<file path="src/rtl/mood_pkg.sv">
// Shared types and constants for the stimulus path of the mood model.
// Latency: n/a (declarations only).
// Backpressure: n/a (declarations only).
// Contents: arbiter state encoding, stimulus width, default hold/cooldown tick counts.
package mood_pkg;

  typedef enum logic [1:0] {
    ST_IDLE     = 2'd0,
    ST_APPLY    = 2'd1,
    ST_COOLDOWN = 2'd2
  } arb_state_t;

  localparam int STIM_W                 = 7;
  localparam int CNT_W                  = 4;  // hold/cooldown counts are 0..15
  localparam int DEFAULT_HOLD_TICKS     = 4;
  localparam int DEFAULT_COOLDOWN_TICKS = 2;

endpackage

</file>
<file path="src/rtl/rr_priority_picker.sv">
// Round-robin one-hot selector: first set bit of req at or after ptr, wrapping.
// Latency: purely combinational.
// Backpressure: none; the caller decides whether to act on the pick.
// Ports: req (candidates), ptr (search start), onehot/idx (selected source), found (any candidate).
module rr_priority_picker #(
  parameter int NREQ = 4,
  parameter int IW   = (NREQ > 1) ? $clog2(NREQ) : 1
) (
  input  logic [NREQ-1:0] req,
  input  logic [IW-1:0]   ptr,
  output logic [NREQ-1:0] onehot,
  output logic [IW-1:0]   idx,
  output logic            found
);

  always_comb begin
    onehot = '0;
    idx    = '0;
    found  = 1'b0;
    for (int off = 0; off < NREQ; off++) begin
      if (!found && req[(int'(ptr) + off) % NREQ]) begin
        found                               = 1'b1;
        idx                                 = IW'((int'(ptr) + off) % NREQ);
        onehot[(int'(ptr) + off) % NREQ]    = 1'b1;
      end
    end
  end

endmodule

</file>
<file path="src/rtl/stimulus_arbiter.sv">
// Grants one stimulus source at a time and holds its vector for a number of model ticks, then cools down.
// Latency: gnt one cycle after an eligible req is seen in IDLE; stimuli_out one cycle after gnt.
// Backpressure: req is a level held by the source until gnt; ungranted requests are never queued.
// Ports: tick (model clock pulse), req/stim_in (per-source request and vector), sleeping/dead (physical state),
//        gnt (one-hot grant pulse), stimuli_out (applied vector), busy (APPLY or COOLDOWN).
module stimulus_arbiter
  import mood_pkg::*;
#(
  parameter int NREQ           = 4,
  parameter int HOLD_TICKS     = DEFAULT_HOLD_TICKS,
  parameter int COOLDOWN_TICKS = DEFAULT_COOLDOWN_TICKS
) (
  input  logic                     clk,
  input  logic                     rst_n,
  input  logic                     tick,
  input  logic [NREQ-1:0]          req,
  input  logic [STIM_W*NREQ-1:0]   stim_in,
  input  logic                     sleeping,
  input  logic                     dead,
  output logic [NREQ-1:0]          gnt,
  output logic [STIM_W-1:0]        stimuli_out,
  output logic                     busy
);

  localparam int IW = (NREQ > 1) ? $clog2(NREQ) : 1;

  arb_state_t         state;
  logic [IW-1:0]      rr_ptr;
  logic [CNT_W-1:0]   hold_cnt;
  logic [CNT_W-1:0]   cool_cnt;
  logic [STIM_W-1:0]  hold_reg;

  logic [NREQ-1:0]    eligible;
  logic [NREQ-1:0]    pick_onehot;
  logic [IW-1:0]      pick_idx;
  logic               pick_found;

  // While asleep only the wake source (0) may be granted.
  assign eligible = sleeping ? (req & NREQ'(1)) : req;
  assign busy     = (state != ST_IDLE);

  rr_priority_picker #(
    .NREQ (NREQ),
    .IW   (IW)
  ) u_picker (
    .req    (eligible),
    .ptr    (rr_ptr),
    .onehot (pick_onehot),
    .idx    (pick_idx),
    .found  (pick_found)
  );

  always_ff @(posedge clk or negedge rst_n) begin
    if (!rst_n) begin
      state       <= ST_IDLE;
      rr_ptr      <= '0;
      hold_cnt    <= '0;
      cool_cnt    <= '0;
      hold_reg    <= '0;
      gnt         <= '0;
      stimuli_out <= '0;
    end else begin
      gnt <= '0;
      if (dead) begin
        state       <= ST_IDLE;
        hold_cnt    <= '0;
        cool_cnt    <= '0;
        hold_reg    <= '0;
        stimuli_out <= '0;
      end else begin
        case (state)
          ST_IDLE: begin
            stimuli_out <= '0;
            if (pick_found) begin
              gnt      <= pick_onehot;
              hold_reg <= stim_in[pick_idx*STIM_W +: STIM_W];
              hold_cnt <= CNT_W'(HOLD_TICKS);
              rr_ptr   <= (pick_idx == IW'(NREQ-1)) ? '0 : pick_idx + 1'b1;
              state    <= ST_APPLY;
            end
          end
          ST_APPLY: begin
            // gnt still high marks the grant cycle; a tick there is not counted.
            if (tick && (gnt == '0)) begin
              hold_cnt <= hold_cnt - 1'b1;
              if (hold_cnt == CNT_W'(1)) begin
                stimuli_out <= '0;
                if (COOLDOWN_TICKS == 0) begin
                  state <= ST_IDLE;
                end else begin
                  cool_cnt <= CNT_W'(COOLDOWN_TICKS);
                  state    <= ST_COOLDOWN;
                end
              end else begin
                stimuli_out <= hold_reg;
              end
            end else begin
              stimuli_out <= hold_reg;
            end
          end
          ST_COOLDOWN: begin
            stimuli_out <= '0;
            if (tick) begin
              cool_cnt <= cool_cnt - 1'b1;
              if (cool_cnt == CNT_W'(1)) begin
                state <= ST_IDLE;
              end
            end
          end
          default: begin
            state       <= ST_IDLE;
            stimuli_out <= '0;
          end
        endcase
      end
    end
  end

endmodule

</file>
<file path="config.mk">
export PLATFORM = sky130hd
export DESIGN_NAME = stimulus_arbiter
export DESIGN_NICKNAME = d
export VERILOG_FILES = /design/src/rtl/mood_pkg.sv /design/src/rtl/rr_priority_picker.sv /design/src/rtl/stimulus_arbiter.sv
export SDC_FILE = /design/constraint.sdc
export NUM_CORES = 1
export LEC_CHECK = 0
export BUFFER_PORTS_ARGS = -buffer_cell sky130_fd_sc_hd__clkbuf_2
export CAP_MARGIN = 20
export CORE_ASPECT_RATIO = 1.25
export CORE_MARGIN = 5
export CORE_UTILIZATION = 41
export DETAILED_ROUTE_END_ITERATION = 10
export SYNTH_ARGS = -nofsm -noshare
export SYNTH_HDL_FRONTEND = slang
export SYNTH_HIERARCHICAL = 1
export SYNTH_SLANG_ARGS = --single-unit
export TNS_END_PERCENT = 1
</file>
<file path="constraint.sdc">
create_clock -name clk -period 7.6 [get_ports clk]
set_clock_uncertainty 0.05 [all_clocks]
set_input_delay 0.76 -clock clk [delete_from_list [all_inputs] [get_ports clk]]
set_output_delay 0.76 -clock clk [all_outputs]
set_load 0.01 [all_outputs]
</file>
# Word-level counts from Yosys, hierarchy flattened
# Index checks and enable logic that the tools add are counted.
[op_classes]
addsub = 6
n_mul = 1
n_lt_le_gt_ge = 8
n_eq_ne = 10
n_shift = 1
mux = 59
n_bitwise = 7
reduce_logical = 26
[op_table]
columns = ["cell", "count"]
rows = [
  ["$mux W4", 15],
  ["$mux W7", 7],
  ["$shiftx A28 B6 Y7", 1],
  ["$mux W2", 11],
  ["$pmux W4 S2", 2],
  ["$mux W1", 15],
  ["$ne A3 B3 Y1 const B", 5],
  ["$lt A3 B4 Y1 const B", 3],
  ["$or A4 B4 Y4", 3],
  ["$ge A3 B1 Y1 const B", 3],
  ["$bmux W1 S2", 4],
  ["$demux W1 S2", 4],
  ["$eq A4 B1 Y1 const B", 2],
  ["$logic_and A1 B1 Y1", 8],
  ["$sub A4 B1 Y4 const B", 2],
  ["$pmux W2 S3", 1],
  ["$reduce_and A3 Y1", 2],
  ["$reduce_bool A2 Y1", 3],
  ["$reduce_bool A3 Y1", 2],
  ["$reduce_or A2 Y1", 3],
  ["$mul A2 B3 Y5 const B", 1],
  ["$reduce_and A5 Y1", 1],
  ["$add A2 B1 Y2 const B", 2],
  ["$add A2 B2 Y2 const B", 2],
  ["other kinds (11)", 16],
]
[word_totals]
regBits = 30
input_bits = 37
output_inout_bits = 12

# Depth between registers and ports, before layout
# Gate-level depths: netlist (run 1).
[depth]
ltp_word = 19
ltp_mapped = 11

# Modules after synthesis
# The synthesis (run 1) kept the hierarchy.
[by_module_without_submodules]
columns = ["mod", "n_inst", "cells_per_inst", "area_per_inst_um2", "seq_area_each_um2"]
rows = [
  ["stimulus_arbiter", 1, 125, 1535.2, 750.7],
  ["rr_priority_picker", 1, 45, 419.2, 0.0],
]

# Worst setup path after synthesis (run 1)
# Ideal clock, no wire load.
[synth_timing]
path_kind = "in2reg"
startpoint = "input req[2]"
endpoint = "register hold_reg[5]"
arrival_ns = 2.949
required_time_ns = 7.429
setup_slack_ns = 4.480
cell_stages = 9
path_buffers = 2
cell_sequence = "nor2b_1 > mux4_2 > buf_6 > and2b_2 > o21ai_0 > o31ai_1 > buf_2 > mux4_2 > a22o_1"
[synth_between]
elab_chain_len = 18
elab_cells_between_ends = 33
[synth_lines]
columns = ["item", "line_no", "text"]
rows = [
  ["start: declaration", "stimulus_arbiter.sv:16", "input logic [NREQ-1:0] req,"],
  ["$mux W4 *", "stimulus_arbiter.sv:39", "assign eligible = sleeping ? (req & NREQ'(1)) : req;"],
  ["$bmux W1 S2", "rr_priority_picker.sv:21", "if (!found && req[(int'(ptr) + off) % NREQ]) begin"],
  ["$mux W1 (not written as such)", "rr_priority_picker.sv:21", ""],
  ["$mux W1", "rr_priority_picker.sv:21", ""],
  ["$logic_not A1 Y1", "rr_priority_picker.sv:21", ""],
  ["$logic_and A1 B1 Y1", "rr_priority_picker.sv:21", ""],
  ["$mux W1", "rr_priority_picker.sv:21", ""],
  ["$logic_not A1 Y1", "rr_priority_picker.sv:21", ""],
  ["[... 3 more ...]", "-", ""],
  ["$logic_and A1 B1 Y1", "rr_priority_picker.sv:21", ""],
  ["$mux W2 *", "rr_priority_picker.sv:21", ""],
  ["net pick_idx[0]", "stimulus_arbiter.sv:35", "logic [IW-1:0] pick_idx;"],
  ["$mul A2 B3 Y5 *", "stimulus_arbiter.sv:76", "hold_reg <= stim_in[pick_idx*STIM_W +: STIM_W];"],
  ["$shiftx A28 B6 Y7 *", "stimulus_arbiter.sv:76", ""],
  ["$mux W7 *", "stimulus_arbiter.sv:74", "if (pick_found) begin"],
  ["$mux W7 *", "stimulus_arbiter.sv:71", "case (state)"],
  ["$mux W7 *", "stimulus_arbiter.sv:64", "if (dead) begin"],
  ["end signal: assignment", "stimulus_arbiter.sv:76", ""],
  ["end: declaration", "stimulus_arbiter.sv:31", "logic [STIM_W-1:0] hold_reg;"],
]
# The timed path passes the listed nets; every way through them passes the cells marked *. The select of a mux whose other input is x is not followed.
# A chain may end at the register's enable or synchronous reset.

# Worst setup path in the final report (run 1)
[layout_timing]
startpoint = "register rr_ptr[0]"
endpoint = "register hold_reg[5]"
[layout_between]
elab_chain_len = 17
elab_cells_between_ends = 35
[layout_lines]
columns = ["item", "line_no", "text"]
rows = [
  ["start: declaration", "stimulus_arbiter.sv:28", "logic [IW-1:0] rr_ptr;"],
  ["start signal: assignment", "stimulus_arbiter.sv:78", "rr_ptr <= (pick_idx == IW'(NREQ-1)) ? '0 : pick_idx + 1'b1;"],
  ["$add A2 B1 Y2 or $bmux W1 S2 (tied branches)", "rr_priority_picker.sv:21, rr_priority_picker.sv:23", ""],
  ["$bmux W1 S2 or $mux W1 (tied branches)", "rr_priority_picker.sv:21", ""],
  ["$mux W1 (not written as such)", "rr_priority_picker.sv:21", ""],
  ["$mux W1 (not written as such) or $logic_not A1 Y1 (tied branches)", "rr_priority_picker.sv:21", ""],
  ["$logic_and A1 B1 Y1", "rr_priority_picker.sv:21", ""],
  ["$mux W1", "rr_priority_picker.sv:21", ""],
  ["$logic_not A1 Y1", "rr_priority_picker.sv:21", ""],
  ["$logic_and A1 B1 Y1", "rr_priority_picker.sv:21", ""],
  ["[... 2 more ...]", "-", ""],
  ["$logic_and A1 B1 Y1", "rr_priority_picker.sv:21", ""],
  ["$mux W2 *", "rr_priority_picker.sv:21", ""],
  ["net pick_idx[0]", "stimulus_arbiter.sv:35", ""],
  ["$mul A2 B3 Y5 *", "stimulus_arbiter.sv:76", ""],
  ["$shiftx A28 B6 Y7 *", "stimulus_arbiter.sv:76", ""],
  ["$mux W7 *", "stimulus_arbiter.sv:74", ""],
  ["$mux W7 *", "stimulus_arbiter.sv:71", ""],
  ["$mux W7 *", "stimulus_arbiter.sv:64", ""],
]
# Marks and branches as above.

==> results.sh, run 1 <==
export IMPL_insertedDiodeCount=0
export IMPL_instance_count_of_the_mapped_netlist=170
export IMPL_viasPerCell=5.405
export IMPL_initial_utilization_pct=41.63
export IMPL_die_area_sq_um=6256
export IMPL_avgSynthCellArea_sq_um=11.50
export IMPL_post_drt_wl_per_cell_microns=15.11
export IMPL_critical_path_peak_fanout=13
export IMPL_grt_max_degree=31
export IMPL_async_flop_share_pct=100.0
export IMPL_share_seq_of_total_power_pct=29.1
export IMPL_static_leakage_power_nw=1.098
export IMPL_report_final_slew_viol_count=0
export IMPL_cts_root_buf="clkbuf_8"
export IMPL_worst_r2r_path_depth=7
export IMPL_timing_hold_violations_final=0
export IMPL_netlist_cell_type_count=47
export IMPL_startpoint_type="flop"
export IMPL_clock_network_power_share_pct=15.8
export IMPL_crit_cells=7
export IMPL_r2r_start="rr_ptr[0]$_DFFE_PN0P_"
export IMPL_worstReg2RegEnd="hold_reg[5]$_DFFE_PN0P_"
export IMPL_fill_cells=440
export IMPL_number_of_hold_buffers_added_after_cts=0
export IMPL_cp_data_required_time_ps=7720
export IMPL_post_synth_adder_cell_area_pct=6.402
export IMPL_gpl_final_weighted_congestion=0.8176
export IMPL_synth_xor_area_share_pct=0.8963
export IMPL_top_level_ports=49
export IMPL_synth_compound_gate_area_share_pct=15.75
export IMPL_cp_cell_sequence="inv_1 > ha_1 > mux4_2 > a21oi_1 > o31ai_2 > mux4_2 > a22o_1"
export IMPL_cts_repair_resize_count=0
export IMPL_timing_critical_path_slowest_stage_cell="o31ai_2"
export IMPL_ys_ff_latch=30
export IMPL_all_layer_global_routing_usage_pct=15.00
export IMPL_mappedNetlistArea_sq_um=1954
export IMPL_timing_critical_path_max_delay_family="compound AO/OA/AOI/OAI gates"
export IMPL_grt_pass1_wl_microns=7300
export IMPL_finish_cell_count_without_fillers=279
export IMPL_die_height_microns=87.19
export IMPL_port_buffers=48
export IMPL_cp_buffers_inverters=1
export IMPL_grt_antenna_before_repair=0
export IMPL_relSlewSlack_pct=36.42
export IMPL_power_share_combinational_pct=55.1
export IMPL_worstSetupStartpoint="rr_ptr[0]$_DFFE_PN0P_"
export IMPL_setup_ws_ps=4146
export IMPL_post_cts_setup_buffer_count=0
export IMPL_yosys_mux_area_fraction_pct=16.45
export IMPL_grt_setup_unrepaired="false"
export IMPL_actual_transition_at_the_worst_max_transition_pin_ps=948.1
export IMPL_clock_sinks=30
export IMPL_mostFrequentLayoutCells="clkbuf_2 (48), dfrtp_1 (30), inv_1 (11), and2_1 (11), o21ai_0 (11)"
export IMPL_layout_nets=265
export IMPL_route_antenna_remaining_nets=0
export IMPL_drt_pass1_iterations=4
export IMPL_timing_critical_path_to_type="flop"
export IMPL_pre_cts_slack_ps=4019
export IMPL_fin_setup_tns_ps=0
export IMPL_first_global_vias=1567
export IMPL_final_seq_area_sq_um=750.7
export IMPL_regToRegSetupSlack_ps=4150
export IMPL_synth_top_cells_by_area="dfrtp_1 (38%), mux4_2 (10%), ha_1 (6.4%)"
export IMPL_worst_ir_drop_vdd_uv=150.3
export IMPL_achievable_frequency_ghz=0.2895
export IMPL_timing_hold_worst_class="reg -> reg"
export IMPL_routed_wirelength_microns=4217
export IMPL_grt_overflow_total=0
export IMPL_flow_area_growth_from_synthesis_pct=18.82
export IMPL_power_density_relative_to_cell_area_nw_per_um2=353.5
export IMPL_final_setup_viol_count=0
export IMPL_max_clock_path_buffers=2
export IMPL_worst_ep_arrival_time_ps=3570
export IMPL_placementRows=28
export IMPL_synth_area_in_simple_gates_pct=17.73
export IMPL_period_needed_ps=3454
export IMPL_maxCapViolations=0
export IMPL_core_sq_um=4695
export IMPL_final_common_cell="clkbuf_2"
export IMPL_synth_top_family_by_area="simple AND/OR/NAND/NOR gates"
export IMPL_utilization_pct=49.47
export IMPL_synth_top_area_cell="dfrtp_1"
export IMPL_dominantRegCellSynth="dfrtp_1"
export IMPL_die_w_microns=71.75
export IMPL_clk_transition_reported_paths_ps=60
export IMPL_post_route_period_util_pct=45.44
export IMPL_post_dp_hpwl_microns=3284
export IMPL_drt_iter0_drc=73
export IMPL_critPathMostFrequentCell="mux4_2"
export IMPL_maximum_single_stage_delay_on_the_critical_path_ps=770
export IMPL_worst_skew_pair_late_latency_ps=270
export IMPL_synthesis_yosys_warnings=6
export IMPL_cts_buffers_inserted=5
export IMPL_layout_drive_gt1_share_pct=34.70
export IMPL_vias=1508
export IMPL_syn_num_nets=217
export IMPL_synth_sequential_area_ratio_pct=38.41
export IMPL_cts_htree_levels=2
export IMPL_synth_edff_count=0
export IMPL_total_switching_power_uw=326.0
export IMPL_dp_cell_count=271
export IMPL_p_sw_share_pct=39.71
export IMPL_synth_largest_type_area_fraction_pct=38.41
export IMPL_internal_power_uw=495.0
export IMPL_criticalPathCategory="reg -> reg"
export IMPL_drc=0
export IMPL_multiInputGateArea_sq_um=1124
export IMPL_clock_tree_from_tritoncts="done"
export IMPL_cp_endpoint="hold_reg[5]$_DFFE_PN0P_"
export IMPL_run_status="finished clean"
cell families (layout without fill, tap and decap cells):
group	after synthesis	after routing
compound gates	42	42
xor+xnor	2	2
fa+ha+maj	10	10
buf+inv	18	67
flops	30	30
mux	17	17
simple gates	51	51
how the worst min path moves through the flow:
stage / cells after the start / slack [ps] / endpoint / from
5_1_grt: 1 / 460 / stimuli_out[5]$_DFF_PN0_ / hold_reg[5]$_DFFE_PN0P_
6_report: 1 / 440 / stimuli_out[6]$_DFF_PN0_ / hold_reg[6]$_DFFE_PN0P_
4_1_cts: 1 / 440 / stimuli_out[6]$_DFF_PN0_ / hold_reg[6]$_DFFE_PN0P_
3_5_place_dp: 1 / 420 / stimuli_out[5]$_DFF_PN0_ / hold_reg[5]$_DFFE_PN0P_
2_1_floorplan: 1 / 400 / stimuli_out[0]$_DFF_PN0_ / hold_reg[0]$_DFFE_PN0P_
3_3_place_gp: 1 / 420 / stimuli_out[4]$_DFF_PN0_ / hold_reg[4]$_DFFE_PN0P_
routing by layer:
layer | GRT usage, % | routed length (microns) | up-vias
met1 | 17.90 | 1782 | 723
met2 | 25.42 | 2196 | 31
met5 | 0 | 0 | -
met3 | 2.656 | 117 | 10
met4 | 8.205 | 121 | 0
li1 | - | - | 744
layout make-up:
| type | instances | share of cell area, % |
|---|---|---|
| sequential | 30 | 32.33 |
| tap | 60 | 3.233 |
| clock buffer | 7 | 3.718 |
| clock inverter | 1 | 0.2155 |
| inverter | 11 | 1.778 |
| multi-input combinational | 122 | 48.38 |
| timing repair buffer | 48 | 10.34 |
worst register-to-register path, delay by kind of cell (launching register included):
kind,cells,cell delay (ps)
multiplexers,2,990
adder cells (fa/ha/maj),1,400
AO/OA/AOI/OAI,3,1080
buffers and inverters,1,170
flip-flops,1,670
power groups by stage:
stage | clock, mW | combinational [mW] | sequential, mW
2_1_floorplan | 0 | 0.387 | 0.229
3_3_place_gp | 0 | 0.456 | 0.242
3_5_place_dp | 0 | 0.456 | 0.243
4_1_cts | 0.133 | 0.458 | 0.240
5_1_grt | 0.142 | 0.510 | 0.248
6_report | 0.129 | 0.452 | 0.239
metrics by stage:
step | instance area (sq um) | hold WS (ps) | total power [mW]
after floorplan | 1954 | 404.0 | 0.6161
after global placement | 2231 | 424.7 | 0.6979
after detailed placement | 2231 | 424.2 | 0.6986
after CTS | 2322 | 443.0 | 0.8317
after global routing | 2322 | 459.2 | 0.8997
final | 2322 | 440.7 | 0.8210
synth_stat cells (all sizes together), types with 4 or more instances:
cell   instances
inv           11
mux4          11
mux2           5
nor2b          6
a21oi          4
a22oi          8
dfrtp         30
nor2           8
and2          11
buf            5
o21ai         11
a22o           8
nor3           4
ha            10
Power figures use the tool's default switching activity.
==> run 2, diff against run 1 <==
- ABC_AREA: unset -> 1
- PLACE_DENSITY: unset -> 0.66
- clock period: 7.6 -> 3 ns (I/O delays scaled with it)
==> run 2 against run 1 <==
  * Synthesized cell count is 65% higher
  * Count of clock-buffer cells in the layout decreased by 1
  * Non-clock buffer count grew 3
  * Sequential power increased to 2.5 times the previous value
  * Worst hold slack got worse by 420 ps
  * Cell area rose by 9.3%
  * Sequential share of layout area decreased by 2.7 points
==> results.sh, run 2 <==
export IMPL_run_status="finished clean"
export IMPL_initial_utilization_pct=41.45
export IMPL_cts_root_buf="clkbuf_8"
export IMPL_fin_setup_tns_ps=0
export IMPL_grt_max_degree=31
export IMPL_cts_htree_levels=2
export IMPL_cts_repair_resize_count=0
export IMPL_syn_num_nets=328
export IMPL_mostFrequentLayoutCells="nand2_1 (55), clkbuf_2 (48), inv_1 (35), dfrtp_1 (30), nor2_1 (29)"
export IMPL_all_layer_global_routing_usage_pct=16.04
export IMPL_max_clock_path_buffers=2
export IMPL_routed_wirelength_microns=4903
export IMPL_gpl_final_weighted_congestion=0.8907
export IMPL_mappedNetlistArea_sq_um=2076
export IMPL_worst_skew_pair_late_latency_ps=280
export IMPL_insertedDiodeCount=0
export IMPL_final_seq_area_sq_um=750.7
export IMPL_synth_top_cells_by_area="dfrtp_1 (36%), nand2_1 (9.9%), inv_1 (6.3%)"
export IMPL_synth_commonest_cells="nand2_1 (55), inv_1 (35), dfrtp_1 (30)"
export IMPL_regToRegSetupSlack_ps=330
export IMPL_worst_ep_arrival_time_ps=2790
export IMPL_period_needed_ps=2667
export IMPL_critical_path_peak_fanout=10
export IMPL_cp_data_required_time_ps=3120
export IMPL_finalHoldWorstSlack_ps=23.29
export IMPL_actual_transition_at_the_worst_max_transition_pin_ps=751.2
export IMPL_startpoint_type="flop"
export IMPL_timing_hold_worst_class="in -> async"
export IMPL_core_sq_um=5007
export IMPL_dominantRegCellSynth="dfrtp_1"
export IMPL_static_leakage_power_nw=1.332
export IMPL_final_common_cell="nand2_1"
export IMPL_placementRows=29
export IMPL_grt_antenna_before_repair=0
export IMPL_synthesis_yosys_warnings=6
export IMPL_drt_iter0_drc=114
export IMPL_setup_ws_ps=332.8
export IMPL_synth_largest_type_area_fraction_pct=36.17
export IMPL_vias=2006
export IMPL_synth_edff_count=0
export IMPL_post_synth_top_count_cell="nand2_1"
export IMPL_viasPerCell=5.028
export IMPL_maxCapViolations=0
export IMPL_drc=0
export IMPL_fill_cells=495
export IMPL_final_setup_viol_count=0
export IMPL_pre_cts_slack_ps=369.3
export IMPL_cp_buffers_inverters=3
export IMPL_netlist_cell_type_count=28
export IMPL_worst_ir_drop_vdd_uv=675.6
export IMPL_clk_transition_reported_paths_ps=70
export IMPL_relSlewSlack_pct=49.92
export IMPL_ys_ff_latch=30
export IMPL_post_drt_wl_per_cell_microns=12.29
export IMPL_timing_hold_violations_final=0
export IMPL_grt_overflow_total=0
export IMPL_post_dp_hpwl_microns=3800
export IMPL_post_route_period_util_pct=88.91
export IMPL_port_buffers=48
export IMPL_layout_nets=383
export IMPL_top_level_ports=49
export IMPL_report_final_slew_viol_count=0
export IMPL_die_w_microns=73.64
export IMPL_layout_drive_gt1_share_pct=25.22
export IMPL_timing_critical_path_to_type="flop"
export IMPL_avgSynthCellArea_sq_um=7.387
export IMPL_criticalPathCategory="reg -> reg"
export IMPL_clock_sinks=30
export IMPL_cts_buffers_inserted=5
export IMPL_die_area_sq_um=6594
export IMPL_power_density_relative_to_cell_area_nw_per_um2=1138
export IMPL_synth_top_area_cell="dfrtp_1"
export IMPL_drt_pass1_iterations=4
export IMPL_timing_critical_path_slowest_stage_cell="dfrtp_1"
export IMPL_number_of_hold_buffers_added_after_cts=0
export IMPL_flow_area_growth_from_synthesis_pct=22.24
export IMPL_post_cts_setup_buffer_count=0
export IMPL_async_flop_share_pct=100.0
export IMPL_route_antenna_remaining_nets=0
export IMPL_synth_sequential_area_ratio_pct=36.17
export IMPL_total_power_mw=2.888
export IMPL_clock_tree_from_tritoncts="done"
export IMPL_timing_critical_path_max_delay_family="simple AND/OR/NAND/NOR gates"
export IMPL_instance_count_of_the_mapped_netlist=281
export IMPL_cp_cell_sequence="inv_2 > ha_1 > inv_1 > nand3_1 > nand2_1 > nor2_1 > a21oi_1 > nand3_1 > inv_1 > o21ai_0 > o22ai_1 > nand2_1 > o21ai_0"
export IMPL_grt_pass1_wl_microns=8355
export IMPL_first_global_vias=1848
export IMPL_multiInputGateArea_sq_um=1141
export IMPL_achievable_frequency_ghz=0.3749
export IMPL_maximum_single_stage_delay_on_the_critical_path_ps=490
export IMPL_die_height_microns=89.55
export IMPL_grt_setup_unrepaired="false"
## run 2: cell count changes after synthesis, sizes merged, moves of 6 or more
cell | before | now
nand2 | 3 | 66
inv | 11 | 42
nor2 | 8 | 31
nand3 | 2 | 23
o21ai | 11 | 28
and2 | 11 | 0
mux4 | 11 | 0
nand4 | 1 | 11
a22o | 8 | 0
a22oi | 8 | 0
a21oi | 4 | 11
o22ai | 0 | 7
nor2b | 6 | 0
## run 2: worst reg2reg max path: stages, from the launching register on
cell	delay, ps
dfrtp_1	490
inv_2	170
ha_1	390
inv_1	100
nand3_1	80
nand2_1	50
nor2_1	300
a21oi_1	110
nand3_1	290
inv_1	180
o21ai_0	110
o22ai_1	90
nand2_1	70
o21ai_0	70
## run 2: cell families (layout without fill, tap and decap cells)
kind of cell | count (synthesis) | in the layout | share of synthesized area, %
compound gates | 53 | 53 | 14.47
fa+ha+maj | 10 | 10 | 6.028
simple gates | 141 | 141 | 33.64
xor+xnor | 2 | 2 | 0.8440
flops | 30 | 30 | 36.17
buf+inv | 45 | 101 | 8.861
## run 2: final timing paths
kind | from | endpoint | cells after the start
worst max-delay path | rr_ptr[0]$_DFFE_PN0P_ | hold_reg[2]$_DFFE_PN0P_ | 13
worst min-delay path | rst_n | cool_cnt[0]$_DFFE_PN0P_ | 1
worst max register to register | rr_ptr[0]$_DFFE_PN0P_ | hold_reg[2]$_DFFE_PN0P_ | 13
worst min register to register | hold_cnt[2]$_DFFE_PN0P_ | hold_cnt[2]$_DFFE_PN0P_ | 2
max in group asynchronous | rst_n | state[0]$_DFFE_PN0P_ | 1
min in group clk | tick | cool_cnt[3]$_DFFE_PN0P_ | 5
## run 2: report_power, final
part           internal, mW  switching, mW
sequential            0.523         0.0786
combinational         0.613           1.16
clock                 0.354          0.157
total                  1.49           1.40
## run 2: layout make-up
| cell class | instances | area share (%) |
|---|---|---|
| Clock buffer | 6 | 3.254 |
| Clock inverter | 2 | 2.367 |
| Inverter | 42 | 6.410 |
| Multi-Input combinational cell | 206 | 44.97 |
| Sequential cell | 30 | 29.59 |
| Tap cell | 62 | 3.057 |
| Timing Repair Buffer | 51 | 10.36 |
## run 2: stage by stage
stage                     instance area (sq um)  instances  utilization [%]
after CTS                                  2537        399            50.67
final                                      2537        399            50.67
after detailed placement                   2395        391            47.83
after global placement                     2395        391            47.83
after floorplan                            2076        281                -
after global routing                       2537        399            50.67
## run 2: per-layer routing
metal	up-vias	share of wire (%)	track usage (%)
met4	0	2.4	6.919
met2	48	49	25.97
met5	-	0	0
li1	1036	-	-
met1	910	44	20.59
met3	12	4.1	3.262
==> run 3, diff against run 2 <==
- RECOVER_POWER: unset -> 100
==> run 3 against run 2 <==
  * The run now ends with max-capacitance violations, max-slew violations left
  * First-iteration DRC count fell by 17%
  * Critical path type unchanged
  * Count of clock-buffer cells in the layout did not move
  * Worst hold slack improved by 320 ps
  * Largest cell class unchanged
  * Die area did not move
  * Combinational power fell by 2%
  * Largest power group unchanged
  * Non-clock buffer count did not move
  * Critical endpoint unchanged
==> results.sh, run 3 (synthesis gave the netlist of run 2 again) <==
export IMPL_cts_root_buf="clkbuf_8"
export IMPL_cts_buffers_inserted=5
export IMPL_vias=2012
export IMPL_cts_repair_resize_count=0
export IMPL_route_antenna_remaining_nets=0
export IMPL_drc=0
export IMPL_maximum_single_stage_delay_on_the_critical_path_ps=500
export IMPL_first_global_vias=1848
export IMPL_relSlewSlack_pct=-6.928
export IMPL_worst_skew_pair_late_latency_ps=280
export IMPL_violations_in_the_final_reports="max-capacitance violations, max-slew violations"
export IMPL_mostFrequentLayoutCells="nand2_1 (56), inv_1 (36), clkbuf_2 (36), dfrtp_1 (30), nor2_1 (29)"
export IMPL_achievable_frequency_ghz=0.3756
export IMPL_clock_sinks=30
export IMPL_grt_max_degree=31
export IMPL_fin_setup_tns_ps=0
export IMPL_drt_pass1_iterations=4
export IMPL_static_leakage_power_nw=1.281
export IMPL_timing_hold_worst_class="in -> reg"
export IMPL_power_density_relative_to_cell_area_nw_per_um2=1137
export IMPL_clock_tree_from_tritoncts="done"
export IMPL_timing_critical_path_max_delay_family="simple AND/OR/NAND/NOR gates"
export IMPL_routed_wirelength_microns=4908
export IMPL_post_route_period_util_pct=88.74
export IMPL_post_cts_setup_buffer_count=0
export IMPL_maxCapViolations=1
export IMPL_insertedDiodeCount=0
export IMPL_flow_area_growth_from_synthesis_pct=20.25
export IMPL_drt_iter0_drc=95
export IMPL_criticalPathCategory="reg -> reg"
export IMPL_critical_path_peak_fanout=10
export IMPL_initial_utilization_pct=41.45
export IMPL_clk_transition_reported_paths_ps=70
export IMPL_worstReg2RegEnd="hold_reg[2]$_DFFE_PN0P_"
export IMPL_worst_r2r_path_depth=13
export IMPL_cp_endpoint="hold_reg[2]$_DFFE_PN0P_"
export IMPL_startpoint_type="flop"
export IMPL_timing_critical_path_slowest_stage_cell="dfrtp_1"
export IMPL_crit_cells=13
export IMPL_report_final_slew_viol_count=31
export IMPL_run_status="finished, violations left"
export IMPL_core_sq_um=5007
export IMPL_number_of_hold_buffers_added_after_cts=0
export IMPL_timing_hold_violations_final=0
export IMPL_actual_transition_at_the_worst_max_transition_pin_ps=1604
export IMPL_worst_ir_drop_vdd_uv=668.3
export IMPL_layout_drive_gt1_share_pct=20.18
export IMPL_worst_ep_arrival_time_ps=2780
export IMPL_regToRegSetupSlack_ps=340
export IMPL_post_drt_wl_per_cell_microns=12.30
export IMPL_final_common_cell="nand2_1"
export IMPL_grt_antenna_before_repair=0
export IMPL_cp_buffers_inverters=3
export IMPL_placementRows=29
export IMPL_grt_overflow_total=0
export IMPL_all_layer_global_routing_usage_pct=16.04
export IMPL_top_level_ports=49
export IMPL_die_w_microns=73.64
export IMPL_grt_pass1_wl_microns=8355
export IMPL_layout_nets=383
export IMPL_final_setup_viol_count=0
export IMPL_die_height_microns=89.55
export IMPL_post_dp_hpwl_microns=3800
export IMPL_total_power_mw=2.837
export IMPL_worstSetupStartpoint="rr_ptr[0]$_DFFE_PN0P_"
export IMPL_gpl_final_weighted_congestion=0.8907
export IMPL_timing_critical_path_to_type="flop"
export IMPL_cp_data_required_time_ps=3120
export IMPL_port_buffers=48
export IMPL_viasPerCell=5.043
export IMPL_max_clock_path_buffers=2
export IMPL_r2r_start="rr_ptr[0]$_DFFE_PN0P_"
export IMPL_cp_cell_sequence="inv_2 > ha_1 > inv_1 > nand3_1 > nand2_1 > nor2_1 > a21oi_1 > nand3_1 > inv_1 > o21ai_0 > o22ai_1 > nand2_1 > o21ai_0"
export IMPL_grt_setup_unrepaired="false"
export IMPL_period_needed_ps=2662
export IMPL_die_area_sq_um=6594
export IMPL_cts_htree_levels=2
[run 3: how the worst min path moves through the flow]
| stage | from | end | slack, ps | cells past startpoint |
|---|---|---|---|---|
| after floorplan | rst_n | cool_cnt[0]$_DFFE_PN0P_ | -50 | 0 |
| after CTS | rst_n | hold_reg[0]$_DFFE_PN0P_ | 60 | 1 |
| after global placement | rst_n | cool_cnt[0]$_DFFE_PN0P_ | 350 | 1 |
| final | tick | cool_cnt[3]$_DFFE_PN0P_ | 340 | 5 |
| after global routing | stim_in[4] | hold_reg[4]$_DFFE_PN0P_ | 370 | 5 |
| after detailed placement | rst_n | cool_cnt[0]$_DFFE_PN0P_ | 360 | 1 |
[run 3: area by class of cell]
cell class / count / area (sq um)
fill: 500 / 2511
multi-input combinational: 206 / 1115
sequential: 30 / 750.7
timing repair buffer: 51 / 247.7
inverter: 42 / 162.7
clock buffer: 6 / 82.58
tap: 62 / 77.57
clock inverter: 2 / 60.06
[run 3: per-layer routing]
metal | share of wire (%) | vias to the layer above | track usage (%)
li1 | - | 1037 | -
met3 | 4.4 | 12 | 3.262
met2 | 49 | 46 | 25.97
met5 | 0 | - | 0
met1 | 44 | 917 | 20.59
met4 | 2.3 | 0 | 6.919
[run 3: per-stage QoR]
stage               instances  hold slack [ps]  utilization (%)  instance area (sq um)  setup WS, ps
floorplan                 281           -45.59                -                   2076         566.7
global placement          391            349.5            47.83                   2395         444.8
detailed placement        391            361.4            47.83                   2395         369.3
CTS                       399            55.52            50.67                   2537         353.5
global route              399            369.0            49.85                   2496         22.67
finish                    399            344.9            49.85                   2496         337.8
[run 3: worst register-to-register path: cells and delay by family (launching register included)]
family | cells | cell delay (ps)
DFF | 1 | 500
AOI/OAI and AO/OA | 4 | 390
and+or+nand+nor | 5 | 790
adders and majority gates | 1 | 390
buffers and inverters | 3 | 440
[run 3: power breakdown]
| part | leakage [nW] | internal (mW) | switching [mW] |
|---|---|---|---|
| Combinational | 0.807 | 0.588 | 1.14 |
| Sequential | 0.403 | 0.523 | 0.0778 |
| Clock | 0.0714 | 0.354 | 0.156 |
